[config.mk]
export PLATFORM = sky130hd
export DESIGN_NAME = fb_write_arbiter
export DESIGN_NICKNAME = d
export VERILOG_FILES = /design/src/rtl/fb_write_arbiter.sv
export SDC_FILE = /design/constraint.sdc
export NUM_CORES = 1
export LEC_CHECK = 0
export BUFFER_PORTS_ARGS = -buffer_cell sky130_fd_sc_hd__buf_2
export CAP_MARGIN = 40
export CORE_MARGIN = 4
export CORE_UTILIZATION = 35
export DETAILED_ROUTE_END_ITERATION = 7
export PLACE_DENSITY = 0.62
export SYNTH_ARGS = -nofsm -noshare
export SYNTH_HDL_FRONTEND = slang
export SYNTH_SLANG_ARGS = --single-unit
export TNS_END_PERCENT = 50
[constraint.sdc]
create_clock -name clock -period 3 [get_ports clock]
set_clock_uncertainty 0.2 [all_clocks]
set_input_delay 0.15 -clock clock [delete_from_list [all_inputs] [get_ports clock]]
set_output_delay 0.15 -clock clock [all_outputs]
set_load 0.01 [all_outputs]
[src/rtl/fb_write_arbiter.sv]
// Two-channel round-robin arbiter feeding a single registered frame-buffer write port.
// Channel commands are translated to absolute word addresses; zero-mask commands are dropped.
module fb_write_arbiter #(
  parameter logic [27:0] FB_BASE      = 28'h0100000,
  parameter logic [27:0] FRAME_STRIDE = 28'h0040000
) (
  input  logic        clock,
  input  logic        reset,
  input  logic [53:0] in0_dout,
  input  logic        in0_valid,
  output logic        in0_ready,
  input  logic [53:0] in1_dout,
  input  logic        in1_valid,
  output logic        in1_ready,
  output logic [27:0] mem_addr,
  output logic [31:0] mem_data,
  output logic [3:0]  mem_mask,
  output logic        mem_valid,
  input  logic        mem_ready,
  output logic        idle,
  output logic [19:0] wr_count
);

  localparam int unsigned ADDR_W = 28;
  localparam int unsigned CNT_W  = 20;

  typedef struct packed {
    logic [3:0]  mask;
    logic        frame;
    logic [16:0] addr;
    logic [31:0] pixel;
  } cmd_t;

  cmd_t              cmd0;
  cmd_t              cmd1;
  cmd_t              sel_cmd;
  logic              can_load;
  logic              grant_any;
  logic              grant_ch;
  logic              last_grant;
  logic              accept;
  logic              load;
  logic [ADDR_W-1:0] frame_off;
  logic [ADDR_W-1:0] load_addr;

  assign cmd0 = cmd_t'(in0_dout);
  assign cmd1 = cmd_t'(in1_dout);

  assign can_load = ~mem_valid | mem_ready;

  // Round-robin: on a tie the channel that did not win last time gets the grant.
  always_comb begin
    grant_any = 1'b0;
    grant_ch  = 1'b0;
    case ({in1_valid, in0_valid})
      2'b01: begin grant_any = 1'b1; grant_ch = 1'b0; end
      2'b10: begin grant_any = 1'b1; grant_ch = 1'b1; end
      2'b11: begin grant_any = 1'b1; grant_ch = ~last_grant; end
      default: begin grant_any = 1'b0; grant_ch = 1'b0; end
    endcase
  end

  assign in0_ready = grant_any & ~grant_ch & can_load & ~reset;
  assign in1_ready = grant_any &  grant_ch & can_load & ~reset;

  assign accept  = (in0_valid & in0_ready) | (in1_valid & in1_ready);
  assign sel_cmd = grant_ch ? cmd1 : cmd0;
  assign load    = accept & (sel_cmd.mask != 4'b0000);

  assign frame_off = sel_cmd.frame ? FRAME_STRIDE : ADDR_W'(0);
  assign load_addr = FB_BASE + frame_off + ADDR_W'(sel_cmd.addr);

  assign idle = ~mem_valid & ~in0_valid & ~in1_valid;

  // Output register; a retire without a fresh load empties it.
  always_ff @(posedge clock) begin
    if (reset) begin
      mem_valid  <= 1'b0;
      mem_addr   <= '0;
      mem_data   <= '0;
      mem_mask   <= '0;
      last_grant <= 1'b1;
    end else begin
      if (accept) begin
        last_grant <= grant_ch;
      end
      if (load) begin
        mem_valid <= 1'b1;
        mem_addr  <= load_addr;
        mem_data  <= sel_cmd.pixel;
        mem_mask  <= sel_cmd.mask;
      end else if (mem_ready) begin
        mem_valid <= 1'b0;
      end
    end
  end

  // Completed-write counter, saturating.
  always_ff @(posedge clock) begin
    if (reset) begin
      wr_count <= '0;
    end else if (mem_valid && mem_ready && (wr_count != {CNT_W{1'b1}})) begin
      wr_count <= wr_count + CNT_W'(1);
    end
  end

endmodule

# ---- After elaboration in Yosys (flattened, before gate mapping)
# Cells that the tools add are included.
dict set report word_totals {
  output_inout_bits 88
  input_bits 113
  wordCells 43
  ff_bits 86
}
dict set report classes {
  n_eq_ne 4
  reduce_logical 5
  addsub 3
  muxes 6
  bitwise_logic 19
}
# cell n
set op_table {}
lappend op_table {{$mux W54} 1}
lappend op_table {{$add A22 B17 Y23} 1}
lappend op_table {{$add A21 B19 Y22 const A} 1}
lappend op_table {{$add A20 B1 Y20 const B} 1}
lappend op_table {{$ne A20 B20 Y1 const B} 1}
lappend op_table {{$mux W19} 1}
lappend op_table {{$and A1 B1 Y1} 11}
lappend op_table {{$not A1 Y1} 6}
lappend op_table {{$eq A2 B2 Y1 const B} 2}
lappend op_table {{$reduce_bool A4 Y1} 1}
lappend op_table {{$mux W1} 3}
lappend op_table {{$reduce_or A3 Y1} 1}
lappend op_table {{$eq A2 B1 Y1 const B} 1}
lappend op_table {{$logic_and A1 B1 Y1} 2}
lappend op_table {{$or A1 B1 Y1} 2}
lappend op_table {{$pmux W1 S2} 1}
lappend op_table {{$reduce_bool A2 Y1} 1}

# ---- Depth between registers and ports, before layout
# Gate-level depths: netlist of run 1.
dict set report logic_depth {
  ltp_word 10
  mapped_depth 6
  mapped_depth_nobuf 5
}

# ---- Worst setup path after synthesis of run 1
# OpenSTA, ideal clock, no wires.
dict set report synth_path {
  path_type {flip-flop to flip-flop}
  startpoint {register wr_count[0]}
  endpoint {register wr_count[16]}
  arrival_time_ns 2.064
  t_required_ns 2.730
  synth_period_minus_slack_ns 2.335
  setup_ns 0.070
  stages_incl_launch_ff 7
  n_path_buf 1
  path_slack_ns 0.665
  cell_sequence {dfxtp_1 > ha_1 > nand4_2 > or4_1 > buf_2 > or4_1 > a21oi_1}
}
dict set report synth_between {
  elab_chain_len 2
  elab_cells_between_ends 3
  classes_between {add/sub (1); eq/ne (1); reduce/logical (1)}
}
# item line
set synth_rtl {}
lappend synth_rtl {{start: declaration} 21} ;# output logic [19:0] wr_count
lappend synth_rtl {{start signal: assignment} 103} ;# wr_count <= wr_count + CNT_W'(1);
lappend synth_rtl {{parallel branches: the longest is 2 deep, another holds $add A20 B1 Y20} --}
# Parallel ways; which one is timed is not known.
# A chain may end at the register's enable or synchronous reset.

# ---- Worst setup path in the final report of run 1
dict set report layout_path {
  startpoint {register last_grant}
  endpoint {register mem_data[21]}
}
dict set report layout_between {
  elab_chain_len 9
  elab_cells_between_ends 15
  classes_between {mux (2); bitwise (12); reduce/logical (1)}
}
# item line
set layout_rtl {}
lappend layout_rtl {{start: declaration} 40} ;# logic last_grant;
lappend layout_rtl {{start signal: assignment} 85} ;# last_grant <= grant_ch;
lappend layout_rtl {{$not A1 Y1 *} 58} ;# 2'b11: begin grant_any = 1'b1; grant_ch = ~last_grant; end
lappend layout_rtl {{$pmux W1 S2 *} 55} ;# case ({in1_valid, in0_valid})
lappend layout_rtl {{$not A1 Y1} 63} ;# assign in0_ready = grant_any & ~grant_ch & can_load & ~reset;
lappend layout_rtl {{$and A1 B1 Y1 (3 in series)} 63}
lappend layout_rtl {{$and A1 B1 Y1} 66} ;# assign accept = (in0_valid & in0_ready) | (in1_valid & in1_ready);
lappend layout_rtl {{$or A1 B1 Y1} 66}
lappend layout_rtl {{$and A1 B1 Y1} 68} ;# assign load = accept & (sel_cmd.mask != 4'b0000);
lappend layout_rtl {{end signal: assignment} 90} ;# mem_data <= sel_cmd.pixel;
lappend layout_rtl {{end: declaration} 16} ;# output logic [31:0] mem_data,
# Every way passes the cells marked *; elsewhere a longest branch is shown, timed or not.

==> results of run 1 <==
## power groups by stage
stage               logic [mW]  clock network, mW  registers, mW
finish                   0.623              0.858           1.13
global route             0.674              0.926           1.14
CTS                      0.603              0.877           1.13
detailed placement       0.474                  0           1.15
global placement         0.460                  0           1.15
floorplan                0.243                  0           1.18
## worst min-delay path: cells and delay by family
| kind | cells | cell delay (ns) |
|---|---|---|
| AOI/OAI and AO/OA | 1 | 0.08 |
| buffers and inverters | 1 | 0.11 |
| muxes | 1 | 0.14 |
## final timing paths
path                     start      endpoint  slack (ns)
hold / removal    in1_dout[19]  mem_data[19]      -0.006
setup reg to reg    last_grant  mem_data[21]        0.32
setup / recovery    last_grant  mem_data[21]        0.32
hold reg to reg   mem_addr[20]  mem_addr[20]        0.28
## registers in the layout, indices dropped and copies added (netlist names)
| name | flops |
|---|---|
| last_grant | 1 |
| mem_addr | 19 |
| mem_data | 32 |
| mem_mask | 4 |
| mem_valid | 1 |
| wr_count | 20 |
## logic make-up (layout without fill, tap and decap cells)
logic type / Yosys count / in the layout
AOI/OAI and AO/OA: 140 / 140
other: 1 / 9
and+or+nand+nor: 71 / 71
muxes: 61 / 61
adders and majority gates: 1 / 1
buffers and inverters: 47 / 312
DFF: 77 / 77
## routing by layer
layer / up-vias / share of wire / global-route usage
li1: 2044 / - / -
met5: - / 0 / 0
met2: 204 / 0.49 / 0.357
met1: 1998 / 0.39 / 0.240
met4: 0 / 0.035 / 0.0895
met3: 39 / 0.081 / 0.0633
## layout by cell type (no fill, tap or decap), types with 8 or more instances in the layout
master,n
a21oi_1,65
clkbuf_8,9
nor2_1,9
a211oi_1,56
mux2i_1,54
nand3_1,8
or4_1,10
o31ai_1,8
dfxtp_1,77
dlygate4sd3_1,97
buf_2,191
nand2_1,10
conb_1,9
## cell type report
type,instances,share of cell area
Clock buffer,9,0.0209
Clock inverter,6,0.0150
Inverter,3,0.00190
Multi-Input combinational cell,282,0.339
Sequential cell,77,0.260
Tap cell,136,0.0287
Timing Repair Buffer,294,0.335
## metrics by stage
step	hold slack [ns]	worst slack, ns
floorplan	0.147	0.665
global placement	0.248	0.614
detailed placement	0.262	0.557
CTS	0.00113	0.432
global route	0.00899	0.162
finish	-0.00600	0.315
==> flow_metrics.tcl, run 1 <==
set metrics [dict create \
    clk_pin_slew_worst_paths_ns 0.09 \
    report.final.slew_viol_count 0 \
    die_width_um 111 \
    dp_hpwl_um 7810 \
    drive_gt1_frac 0.338 \
    status "complete, but fails checks" \
    ys.warnings.count 0 \
    relSlewSlack 0.378 \
    cap_viol_max_count 0 \
    yosysMostFrequentCell "dfxtp_1" \
    path_buf_inv 2 \
    synth_top_area_frac 0.415 \
    clk_path_buf_depth 2 \
    fmaxAchievable_mhz 372 \
    period_share 0.895 \
    final_cell_area_um2 5930 \
    fin_total_pwr_mw 2.61 \
    whs_ns -0.00600 \
    seqCellArea_um2 1540 \
    cts_buffers 9 \
    clk_latency_ns 0.34 \
    cts.hold.buffers_added 97 \
    route.vias.total 4285 \
    grt_remaining_overflow 0 \
    synthMuxAreaShare 0.167 \
    placed_cell_area_um2 4750 \
    synth_edf_count 0 \
    p_int_mw 1.89 \
    finalSetupTns_ns 0 \
    synth_cell_types 36 \
    antenna_found_initial 0 \
    ys_top_cells_by_count "77 x dfxtp_1, 65 x a21oi_1, 56 x a211oi_1" \
    final_util 0.574 \
    firstDrtPassIters 5 \
    pwr-share-comb 0.239 \
    setup.worst_path.start_class "flop" \
    worstPathRequired_ns 3.04 \
    reg2regPathDepth 5 \
    grt_max_degree 83 \
    antennaDiodeCount 0 \
    min_path_type "in -> reg" \
    cts_tree "built" \
    cp-end-kind "flop" \
    power_density_nw_per_um2 440 \
    power_frac_seq 0.433 \
    failed_checks "hold timing" \
    p_leak_nw 2.62 \
    synth_adder_area_share 0.00337 \
    netlist_area_um2 3710 \
    clock-root-buffer "clkbuf_8" \
    p_sw_frac 0.278 \
    hold_path_depth 3 \
    rows 37 \
    cts_num_sinks 77 \
    cts_setup_buffers 0 \
    min_period_ns 2.68 \
    place_inst 695 \
    critPathKind "reg -> reg" \
    synth_top_family_by_area "compound AO/OA/AOI/OAI gates" \
    place.gp.congestion 0.798 \
    postCtsResizedCells 0 \
    n_fill_cell 892 \
    ys_ff_latch 77 \
    grtUsageTotal 0.208 \
    syn_to_final_growth_pct 59.8 \
    yosys.area_share.xor_xnor 0 \
    nets 781 \
    seq_area_frac_synth 0.415 \
    path_cells "a21boi_4 > buf_4 > mux2i_1 > dlygate4sd3_1 > a211oi_1" \
    crit_arrival_ns 2.72 \
    post_layout_nonfiller_instances 807 \
    grt_pass1_wl_um 21300 \
    async_reset_ff_frac 0 \
    worst_pin_slew_ns 0.933 \
    yosys.area.top_type "dfxtp_1" \
    htreeDepth 3 \
    drcViolationCount 0 \
    initial_core_util 0.359 \
    slowest_delay_ns 0.74 \
    crit_slowest_cell "buf_4" \
    postSynthCellCount 398 \
    synthFlopType "dfxtp_1" \
    vdd_drop_max_mv 0.229 \
    worstPathMaxFanout 56 \
    switchingPower_mw 0.725 \
    path_delay_family "buffers and inverters" \
    vias_per_cell 5.31 \
    synth_compound_area_frac 0.241 \
    num_io_pins 201 \
    die_h_um 111 \
    drt_iter0_drc 332 \
    crit_cells 5 \
    yosys.area_share.simple 0.113 \
    setup_viol 0 \
    p_clk_frac 0.329 \
    placeableCoreArea_um2 10300 \
    wire_per_inst_um 16.4 \
    ant_nets 0 \
    multi_input_area_um2 2010 \
    synth.area.top_cells "dfxtp_1 42%, mux2i_1 15%, a211oi_1 11%" \
    syn_avg_cell_area_um2 9.32 \
    rsz0062_at_grt "false" \
    dieArea_um2 12300 \
    grt_pass1_vias 4243 \
    portBuffers 191 \
    wl_um 13200 \
    hold_viol 1 \
]
No activity file was read; power rests on OpenSTA's default activity.
==> run 2, diff against run 1 <==
--- a/config.mk
+++ b/config.mk
@@ -5,12 +5,12 @@
 export SDC_FILE = /design/constraint.sdc
 export NUM_CORES = 1
 export LEC_CHECK = 0
-export BUFFER_PORTS_ARGS = -buffer_cell sky130_fd_sc_hd__buf_2
 export CAP_MARGIN = 40
 export CORE_MARGIN = 4
 export CORE_UTILIZATION = 35
 export DETAILED_ROUTE_END_ITERATION = 7
-export PLACE_DENSITY = 0.62
+export DONT_BUFFER_PORTS = 1
+export PLACE_DENSITY = 0.46
 export SYNTH_ARGS = -nofsm -noshare
 export SYNTH_HDL_FRONTEND = slang
 export SYNTH_SLANG_ARGS = --single-unit
==> run 2 against run 1 <==
Against the previous run: the run now fails in clock tree synthesis; synthesized cell count stayed put; synthesized area unchanged.
==> flow_metrics.tcl, run 2 <==
set metrics [dict create \
    status "stopped before the end" \
    haltStage "clock tree synthesis" \
    error "[ERROR RSZ-0060] Max buffer count reached." \
    htreeDepth 3 \
    synth.area.top_cells "dfxtp_1 42%, mux2i_1 15%, a211oi_1 11%" \
    yosys.area_share.xor_xnor 0 \
    dp_hpwl_um 7210 \
    rows 37 \
    async_reset_ff_frac 0 \
    ys.warnings.count 0 \
    clk_path_buf_depth 2 \
    num_io_pins 201 \
    syn_avg_cell_area_um2 9.32 \
    cts_setup_buffers 0 \
    place_inst 506 \
    seq_area_frac_synth 0.415 \
    die_width_um 111 \
    clock-root-buffer "clkbuf_8" \
    yosysMostFrequentCell "dfxtp_1" \
    initial_core_util 0.359 \
    ys_ff_latch 77 \
    die_h_um 111 \
    synth_adder_area_share 0.00337 \
    synth_compound_area_frac 0.241 \
    ys_top_cells_by_count "77 x dfxtp_1, 65 x a21oi_1, 56 x a211oi_1" \
    portBuffers 0 \
    yosys.area.top_type "dfxtp_1" \
    synth_top_area_frac 0.415 \
    postSynthCellCount 398 \
    cts_num_sinks 77 \
    netlist_area_um2 3710 \
    cts_buffers 9 \
    synth_cell_types 36 \
    synth_top_family_by_area "compound AO/OA/AOI/OAI gates" \
    synthMuxAreaShare 0.167 \
    yosys.area_share.simple 0.113 \
    cts.hold.buffers_added 106 \
    synthFlopType "dfxtp_1" \
    place.gp.congestion 0.734 \
    postCtsResizedCells 0 \
    synth_edf_count 0 \
    placed_cell_area_um2 3810 \
]
## run 2: cell counts after synthesis
No cell type changed its count.
## run 2: cell families after synthesis
kind of cell | count (synthesis)
AO/OA/AOI/OAI | 140
adder cells (fa/ha/maj) | 1
buffers and inverters | 47
flip-flops | 77
multiplexers | 61
other | 1
AND/OR/NAND/NOR | 71
## run 2: stage by stage
step | hold WS (ns) | util | setup WS, ns
2_1_floorplan | 0.147 | - | 0.665
3_3_place_gp | 0.0301 | 0.369 | 0.508
3_5_place_dp | 0.0322 | 0.369 | 0.447
==> run 3, diff against run 2 <==
--- a/config.mk
+++ b/config.mk
@@ -7,10 +7,10 @@
 export LEC_CHECK = 0
 export CAP_MARGIN = 40
 export CORE_MARGIN = 4
-export CORE_UTILIZATION = 35
+export CORE_UTILIZATION = 20
 export DETAILED_ROUTE_END_ITERATION = 7
 export DONT_BUFFER_PORTS = 1
-export PLACE_DENSITY = 0.46
+export PLACE_DENSITY_LB_ADDON = 0.15
 export SYNTH_ARGS = -nofsm -noshare
 export SYNTH_HDL_FRONTEND = slang
 export SYNTH_SLANG_ARGS = --single-unit
==> run 3 against run 2 <==
Against the previous run: the run now ends clean.
==> flow_metrics.tcl, run 3 (synthesis gave the netlist of run 1 again) <==
set metrics [dict create \
    status "finished, final reports clean" \
    met3WireLength_um 1240 \
    r2r_end "wr_count[16]" \
    wl_met2_um 6590 \
    crit_arrival_ns 2.64 \
    drcViolationCount 0 \
    finalSetupTns_ns 0 \
    clk_pin_slew_worst_paths_ns 0.06 \
    rsz0062_at_grt "false" \
    p_leak_nw 1.93 \
    clk_latency_ns 0.34 \
    num_io_pins 201 \
    fmaxAchievable_mhz 390 \
    top_register "mem_data" \
    cap_viol_max_count 0 \
    placeableCoreArea_um2 18100 \
    antennaDiodeCount 0 \
    route.vias.total 3586 \
    final_util 0.299 \
    critPathLaunch "wr_count[0]" \
    grt_pass1_vias 3677 \
    postCtsResizedCells 0 \
    cts.hold.buffers_added 110 \
    cts_buffers 9 \
    min_path_type "in -> reg" \
    cp-end-kind "flop" \
    grtUsageTotal 0.124 \
    wire_per_inst_um 18.2 \
    mostFrequentLayoutCells "109 x dlygate4sd3_1, 77 x dfxtp_1, 65 x a21oi_1, 56 x a211oi_1, 54 x mux2i_1" \
    cts_num_sinks 77 \
    r2r-start "wr_count[0]" \
    worst_pin_slew_ns 0.759 \
    report.final.slew_viol_count 0 \
    rows 49 \
    grt_pass1_wl_um 20200 \
    die_width_um 144 \
    topRoutingLayerUsed "met4" \
    vdd_drop_max_mv 0.238 \
    m1WireLength_um 5170 \
    power_density_nw_per_um2 547 \
    syn_to_final_growth_pct 45.9 \
    worstPathRequired_ns 3.08 \
    firstDrtPassIters 4 \
    clk_path_buf_depth 2 \
    drive_gt1_frac 0.0843 \
    place.gp.congestion 0.784 \
    die_h_um 144 \
    hold_path_depth 2 \
    cts_tree "built" \
    setup_viol 0 \
    htreeDepth 3 \
    antenna_found_initial 0 \
    nets 607 \
    grt_remaining_overflow 0 \
    worstPathMaxFanout 8 \
    wl_um 13200 \
    hold_viol 0 \
    vias_per_cell 4.93 \
    critPathKind "reg -> reg" \
    dp_hpwl_um 8410 \
    period_share 0.855 \
    portBuffers 0 \
    cts_setup_buffers 0 \
    initial_core_util 0.205 \
    endpoint "wr_count[16]" \
    clock-root-buffer "clkbuf_16" \
    setup.worst_path.start_class "flop" \
    final_common_cell "dlygate4sd3_1" \
    largest_reg_flops 32 \
    drt_iter0_drc 141 \
    ant_nets 0 \
    relSlewSlack 0.489 \
    reg2regPathDepth 5 \
    min_period_ns 2.57 \
    regToRegSetupSlack_ns 0.43 \
    grt_max_degree 82 \
    dieArea_um2 20800 \
    largestRegisters "mem_data x32, wr_count x20, mem_addr x19" \
]
run 3: critical path: stages, from the launching register on:
cell and delay, ns:
dfxtp_1 0.48, ha_1 0.29, nand4_2 0.17, or4_1 0.71, or4_1 0.51, a21oi_1 0.14
run 3: layout make-up:
class / instances / area, um2
Fill cell: 1882 / 12700
Multi-Input combinational cell: 282 / 2010
Sequential cell: 77 / 1540
Timing Repair Buffer: 120 / 1210
Tap cell: 229 / 287
Clock buffer: 11 / 253
Clock inverter: 5 / 106
Inverter: 3 / 11.3
run 3: per-stage QoR:
stage	worst slack (ns)	power [mW]	cells	instance area [um2]	hold WS (ns)
after floorplan	0.665	1.43	406	3740	0.147
after detailed placement	0.444	1.49	601	3940	0.0333
after global routing	0.296	3.10	727	5420	0.0142
after global placement	0.483	1.48	601	3940	0.0306
after CTS	0.429	3.01	727	5420	0.000238
final	0.434	2.96	727	5420	0.00611
run 3: report_power, final:
group / total [mW] / switching (mW) / internal [mW]
Sequential: 1.18 / 0.0905 / 1.09
Clock: 1.32 / 0.462 / 0.860
Combinational: 0.458 / 0.203 / 0.255
run 3: layer usage:
layer	vias to the layer above	global-route usage
met4	0	0.0476
li1	1707	-
met5	-	0
met2	140	0.209
met3	17	0.0556
met1	1722	0.139
run 3: worst min path at each step:
stage | to | start | slack [ns]
after floorplan | idle | in1_valid | 0.15
after global placement | wr_count[8] | reset | 0.03
after detailed placement | wr_count[8] | reset | 0.03
after CTS | wr_count[17] | reset | 0.0002
after global routing | wr_count[5] | reset | 0.01
final | wr_count[8] | reset | 0.006
